$ cat src/rtl/image_read_sequencer.sv
// Streams one N_ELEMS-element image from the collector read port to a valid/ready consumer.
// Optional nonzero-element counter is built only when SEQ_ONES_COUNT_EN is defined.
module image_read_sequencer #(
    parameter int N_ELEMS = 784
) (
    input  logic               i_Clock,
    input  logic               i_Rst_L,
    input  logic               i_Start,
    input  logic               i_Abort,
    output logic               o_Busy,
    output logic               o_Done,
    output logic               o_Error,
    input  logic               i_Data_Valid,
    output logic [9:0]         o_Data_Addr,
    input  logic signed [31:0] i_Data_Element,
    output logic               o_Elem_Valid,
    input  logic               i_Elem_Ready,
    output logic signed [31:0] o_Elem_Data,
    output logic [9:0]         o_Elem_Index,
    output logic               o_Elem_Last,
    output logic [9:0]         o_Ones_Count
);

    // state     | meaning
    // S_IDLE    | waiting for i_Start, read address parked at 0
    // S_WAIT    | started, waiting for the collector image to become valid
    // S_STREAM  | issuing reads and handing elements to the consumer
    // S_DONE    | last element accepted, o_Done pulses for this cycle
    typedef enum logic [1:0] {S_IDLE, S_WAIT, S_STREAM, S_DONE} state_t;

    localparam logic [10:0] N_CNT     = 11'(N_ELEMS);
    localparam logic [9:0]  LAST_ADDR = 10'(N_ELEMS - 1);

    state_t             state_q, state_d;
    logic [9:0]         addr_q, addr_d;
    logic [10:0]        issued_q, issued_d;
    logic               valid_q, valid_d;
    logic signed [31:0] data_q, data_d;
    logic [9:0]         index_q, index_d;
    logic               last_q, last_d;
    logic               error_q, error_d;
    logic               start_ok;
    logic               accept;
    logic               load;

    assign accept = valid_q && i_Elem_Ready;
    assign load   = (!valid_q || i_Elem_Ready) && (issued_q < N_CNT);

    always_ff @(posedge i_Clock or negedge i_Rst_L) begin
        if (!i_Rst_L) begin
            state_q  <= S_IDLE;
            addr_q   <= '0;
            issued_q <= '0;
            valid_q  <= 1'b0;
            data_q   <= '0;
            index_q  <= '0;
            last_q   <= 1'b0;
            error_q  <= 1'b0;
        end else begin
            state_q  <= state_d;
            addr_q   <= addr_d;
            issued_q <= issued_d;
            valid_q  <= valid_d;
            data_q   <= data_d;
            index_q  <= index_d;
            last_q   <= last_d;
            error_q  <= error_d;
        end
    end

    always_comb begin
        state_d  = state_q;
        addr_d   = addr_q;
        issued_d = issued_q;
        valid_d  = valid_q;
        data_d   = data_q;
        index_d  = index_q;
        last_d   = last_q;
        error_d  = 1'b0;
        start_ok = 1'b0;

        case (state_q)
            S_IDLE: begin
                if (i_Start) begin
                    state_d  = S_WAIT;
                    start_ok = 1'b1;
                end
            end
            S_WAIT: begin
                if (i_Data_Valid) state_d = S_STREAM;
            end
            S_STREAM: begin
                if (!i_Data_Valid) begin
                    state_d = S_IDLE;
                    error_d = 1'b1;
                    valid_d = 1'b0;
                end else if (load) begin
                    data_d   = i_Data_Element;
                    index_d  = addr_q;
                    valid_d  = 1'b1;
                    last_d   = (addr_q == LAST_ADDR);
                    issued_d = issued_q + 11'd1;
                    if (addr_q != LAST_ADDR) addr_d = addr_q + 10'd1;
                end else if (accept) begin
                    // Only reachable once every element is issued, so this is the last one.
                    valid_d = 1'b0;
                    if (last_q) state_d = S_DONE;
                end
            end
            S_DONE: begin
                state_d = S_IDLE;
            end
            default: state_d = S_IDLE;
        endcase

        if (i_Abort) begin
            state_d  = S_IDLE;
            valid_d  = 1'b0;
            error_d  = 1'b0;
            start_ok = 1'b0;
        end

        if (state_d != S_STREAM) begin
            addr_d   = '0;
            issued_d = '0;
        end
    end

`ifdef SEQ_ONES_COUNT_EN
    logic [9:0] ones_q, ones_d;

    always_comb begin
        ones_d = ones_q;
        if (start_ok)
            ones_d = '0;
        else if (accept && (data_q != 32'sd0))
            ones_d = ones_q + 10'd1;
    end

    always_ff @(posedge i_Clock or negedge i_Rst_L) begin
        if (!i_Rst_L) ones_q <= '0;
        else          ones_q <= ones_d;
    end

    assign o_Ones_Count = ones_q;
`else
    assign o_Ones_Count = '0;
`endif

    assign o_Busy       = (state_q != S_IDLE);
    assign o_Done       = (state_q == S_DONE);
    assign o_Error      = error_q;
    assign o_Data_Addr  = addr_q;
    assign o_Elem_Valid = valid_q;
    assign o_Elem_Data  = data_q;
    assign o_Elem_Index = index_q;
    assign o_Elem_Last  = last_q;

endmodule

$ cat config.mk
export PLATFORM = sky130hd
export DESIGN_NAME = image_read_sequencer
export DESIGN_NICKNAME = d
export VERILOG_FILES = /design/src/rtl/image_read_sequencer.sv
export SDC_FILE = /design/constraint.sdc
export NUM_CORES = 1
export LEC_CHECK = 0
export CAP_MARGIN = 20
export CORE_MARGIN = 3
export CORE_UTILIZATION = 35
export DETAILED_ROUTE_END_ITERATION = 6
export HOLD_SLACK_MARGIN = 0.02
export PLACE_DENSITY = 0.67
export SKIP_LAST_GASP = 1
export SYNTH_ARGS = -nofsm -noshare
export SYNTH_HDL_FRONTEND = slang
export SYNTH_SLANG_ARGS = --single-unit
$ cat constraint.sdc
create_clock -name i_Clock -period 1.9 [get_ports i_Clock]
set_input_delay 0.19 -clock i_Clock [delete_from_list [all_inputs] [get_ports i_Clock]]
set_output_delay 0.19 -clock i_Clock [all_outputs]
set_load 0.03 [all_outputs]
# Word level (Yosys, flattened, before mapping)
# Cells that the tools add are included.
[word_totals]
ff_bits = 68
inputBits = 38
out_inout_bits = 67
word_cells = 58
[classes]
add_sub_neg = 2
order_cmp = 1
eq_ne = 7
muxes = 25
reduce_logical = 15
[op_table]
columns = ["cell", "n"]
rows = [
  ["2-to-1 mux 10 bit", 5],
  ["2-to-1 mux 11 bit", 4],
  ["2-to-1 mux 2 bit", 7],
  ["nonzero test 2 bit", 6],
  ["adder 11 x 1 -> 11 bit (second input constant)", 1],
  ["less-than comparator 11 x 10 -> 1 bit (second input constant)", 1],
  ["adder 10 x 1 -> 10 bit (second input constant)", 1],
  ["equality test 10 bit (second input constant)", 1],
  ["!= test 10 bit (second input constant)", 1],
  ["2-to-1 mux 1 bit", 8],
  ["one-hot mux 2 bit (4 select lines)", 1],
  ["AND reduction 3 bit", 2],
  ["equality test 2 bit (second input constant)", 2],
  ["!= test 4 x 2 -> 1 bit (second input constant)", 1],
  ["AND reduction 4 bit", 1],
  ["equality test 2 x 1 -> 1 bit (second input constant)", 1],
  ["logical AND 1 bit", 2],
  ["zero test 2 bit", 1],
  ["!= test 2 bit (second input constant)", 1],
  ["AND reduction 2 bit", 1],
  ["zero test 1 bit", 1],
  ["logical OR 1 bit", 1],
]

# Longest topological paths before layout
[depth]
word_depth = 10
ltp_mapped = 7

# Worst setup path before layout
# Ideal clock, no wire load.
[synth_path]
path_type = "reg2reg"
start = "register addr_q[0], in the netlist o_Data_Addr[0]"
end = "register addr_q[3], in the netlist o_Data_Addr[3]"
arrival_time_ns = 1.894
required_time_ns = 1.822
slack_ns = -0.072
path_stages_with_launch = 7
path_buffers = 1
synth_period_minus_slack_ns = 1.972
cell_sequence = "dfrtp_1 > ha_1 > and3_1 > and4_1 > clkbuf_1 > or4_1 > a21oi_1"
[synth_via]
elab_chain_len = 6
word_cells_on_any_way = 9
cone_classes = "add/sub: 1; eq/ne: 1; mux: 5; reduce/logical: 2"
[synth_rtl]
columns = ["element", "line", "rtl"]
rows = [
  ["start: declaration", "35", "logic [9:0] addr_q, addr_d;"],
  ["start signal: assignment", "61", "addr_q <= addr_d;"],
  ["adder 10 x 1 -> 10 bit", "103", "if (addr_q != LAST_ADDR) addr_d = addr_q + 10'd1;"],
  ["2-to-1 mux 10 bit", "103", ""],
  ["2-to-1 mux 10 bit", "97", "end else if (load) begin"],
  ["2-to-1 mux 10 bit", "93", "if (!i_Data_Valid) begin"],
  ["2-to-1 mux 10 bit", "82", "case (state_q)"],
  ["2-to-1 mux 10 bit", "123", "if (state_d != S_STREAM) begin"],
]
# Several ways; a longest one is shown, not always the timed one. The select of a mux whose other input is x is not followed.
# A chain may end at the register's enable or synchronous reset.

# Worst setup path after layout
[layout_path]
start = "register issued_q[4]"
end = "register data_q[28], in the netlist o_Elem_Data[28]"
[layout_via]
elab_chain_len = 3
[layout_rtl]
columns = ["element", "line", "rtl"]
rows = [
  ["start: declaration", "36", "logic [10:0] issued_q, issued_d;"],
  ["start signal: assignment", "62", "issued_q <= issued_d;"],
  ["less-than comparator 11 x 10 -> 1 bit", "47", "assign load = (!valid_q || i_Elem_Ready) && (issued_q < N_CNT);"],
  ["logical AND 1 bit", "47", ""],
  ["AND reduction 3 bit (no source line)", "--", ""],
  ["end signal: assignment", "64", "data_q <= data_d;"],
  ["end: declaration", "38", "logic signed [31:0] data_q, data_d;"],
]
# Every way passes these cells.

==> metrics.yaml <==
synth_edf_count: 0
wire_per_inst_um: 15.3
synth_common_cells: "dfrtp_1 (68), mux2_1 (42), a21oi_1 (17)"
syn_avg_cell_area_um2: 12.1
p_int_mw: 2.85
synth_top_family_by_area: "multiplexers"
period_share: 0.999
worstMarginPinSlew_ns: 0.580
reg2reg_slack_ns: 0.002
synth_fa_ha_area_frac: 0.00801
ys_ff_latch: 68
layout.nets: 417
seq_power_share: 0.419
setup_viol: 0
switching_share: 0.335
drive_gt1_frac: 0.149
fp-row-count: 33
combPwrFrac: 0.324
hold_path_class: "input pin to asynchronous set/reset pin"
synthMuxAreaShare: 0.164
outcome: "finished clean"
synth.distinct_cells: 41
p_leak_nw: 1.93
place.port_buffers: 94
holdWs_ns: 0.375
synth_top_area_cell: "dfrtp_1"
vias: 2433
cts_buffers: 9
drt-total-wl_um: 7460
yosysSeqAreaShare: 0.544
synth_top_area_frac: 0.544
post-dp-hpwl_um: 5510
hold_viol: 0
cts_tree: "yes"
synth-xor-area-share: 0.00560
rsz0062_at_grt: "yes"
die_x_um: 101
drtAntennaViolNets: 0
initial_core_util: 0.371
clock_latency_ns: 0.34
grt_pass1_vias: 2367
crit_required_ns: 2.12
first_pass_iters: 4
path_clk_slew_ns: 0.08
cts.sinks: 68
end_kind: "flop"
critical_path_peak_fanout: 12
post_drt_via_cell_ratio: 5.00
skew_ns: 0.0122
clkPwrFrac: 0.256
die_area_um2: 10100
syn_area_um2: 3130
tns_ns: 0
power_mw: 4.29
place_area_um2: 4290
synth-main-ff-cell: "dfrtp_1"
power.switching_mw: 1.44
final_area_um2: 4540
antenna_found_initial: 0
root_buffer: "clkbuf_8"
dpl.cell_count: 468
max-slew-margin-rel: 0.613
synth_simple_gate_area_frac: 0.105
grt_max_degree: 48
synth_area_leaders: "dfrtp_1 (54%), mux2_1 (15%), a21oi_1 (2.7%), buf_4 (2.6%), or3_1 (2.6%)"
max-vdd-ir-drop_uv: 379
track_usage: 0.150
fin_cells: 487
critPathLaunchType: "flop"
num_antenna_cells: 0
drt_iter0_markers: 81
cts_max_level: 3
synth_warnings: 0
fp.dieH_um: 101
maxSlewViolCount: 0
drc: 0
grt-ovfl-total: 0
coreArea_um2: 8420
worstSetupPathType: "flop to flop"
period_needed_ns: 1.90
ios: 105
gp_congestion: 0.808
cap_violations: 0
crit_arrival_ns: 2.12
async_flop_share: 1.00
grt_pass1_wl_um: 11700
yosysMostFrequentCell: "dfrtp_1"
synth_cells: 258
syn2layout_area_growth_pct: 45.2
fmax_mhz: 527
power_density_nw_per_um2: 944
synth_compound_area_frac: 0.105
clk_path_buf_depth: 2
-- worst paths after layout --
path | start | endpoint | depth (start not counted)
setup / recovery | issued_q[4] | o_Elem_Data[28] | 6
setup reg to reg | issued_q[4] | o_Elem_Data[28] | 6
hold reg to reg | o_Elem_Index[3] | o_Elem_Index[3] | 1
min in group i_Clock | i_Data_Element[31] | o_Elem_Data[31] | 2
hold / removal | i_Rst_L | o_Elem_Valid | 3
max in group asynchronous | i_Rst_L | o_Data_Addr[1] | 3
-- worst max-delay path: stages (launching register included) --
cell	delay [ns]
dfrtp_1	0.42
nor4_4	0.35
buf_4	0.18
o2111a_2	0.22
nand2_4	0.10
clkbuf_16	0.19
mux2_1	0.31
-- state kept, by name (all words and copies together), names as in the netlist --
| name | flops |
|---|---|
| o_Error | 1 |
| o_Elem_Valid | 1 |
| o_Elem_Index | 10 |
| o_Elem_Data | 32 |
| issued_q | 11 |
| state_q | 2 |
| o_Elem_Last | 1 |
| o_Data_Addr | 10 |
-- area by class of cell --
cell class | instances | area (um2)
multi-input cells | 167 | 1270
clock buffers | 11 | 151
flip-flops and latches | 68 | 1700
inverters | 8 | 30.0
well taps | 105 | 131
clock inverters | 5 | 36.3
fillers | 750 | 3880
repair buffers | 123 | 1220
-- timing repair --
item,4_1_cts,5_1_grt
hold endpoints to repair,68,0
hold buffers,1,0
cloned,0,1
setup endpoints to repair,1,34
pin swaps,0,2
buffers inserted,0,1
gates resized for setup,1,7
-- cell usage in the layout (no fill, tap or decap), types with 7 or more instances in the layout --
master and count:
or3_1 13, dfrtp_1 66, conb_1 10, clkdlybuf4s50_1 91, a21oi_1 14, inv_1 8, o21ai_0 12, o211ai_1 7
buf_4 23, mux2_1 42, nand2_1 10, clkbuf_8 11
-- through the flow --
| stage | worst slack, ns | utilization |
|---|---|---|
| after floorplan | 0.0171 | - |
| after global placement | 0.0101 | 0.509 |
| final | 0.00224 | 0.539 |
| after detailed placement | -0.0199 | 0.509 |
| after CTS | 0.00615 | 0.532 |
| after global routing | -0.0570 | 0.539 |
-- metal layers --
metal | share of wire | track usage | vias to the layer above | wire, um
met5 | 0 | 0 | - | 0
met4 | 0.012 | 0.0591 | 0 | 89
met3 | 0.068 | 0.0374 | 6 | 507
met2 | 0.44 | 0.225 | 85 | 3280
met1 | 0.48 | 0.208 | 1186 | 3580
li1 | - | - | 1156 | -
-- power groups by stage --
stage	Sequential, mW	Combinational, mW	Clock, mW
after floorplan	2.31	0.256	0
after global placement	1.81	1.38	0
after detailed placement	1.83	1.40	0
after CTS	1.80	1.40	1.13
after global routing	1.83	1.46	1.21
final	1.80	1.39	1.10
-- cells by family (layout without fill, tap and decap cells) --
| family | Yosys count | count (layout) |
|---|---|---|
| fa+ha+maj | 2 | 2 |
| xor+xnor | 2 | 2 |
| mux | 46 | 46 |
| compound gates | 51 | 51 |
| other cells | 1 | 10 |
| buf+inv | 32 | 147 |
| simple gates | 56 | 56 |
| flops | 68 | 68 |
No activity file was read; power rests on OpenSTA's default activity.
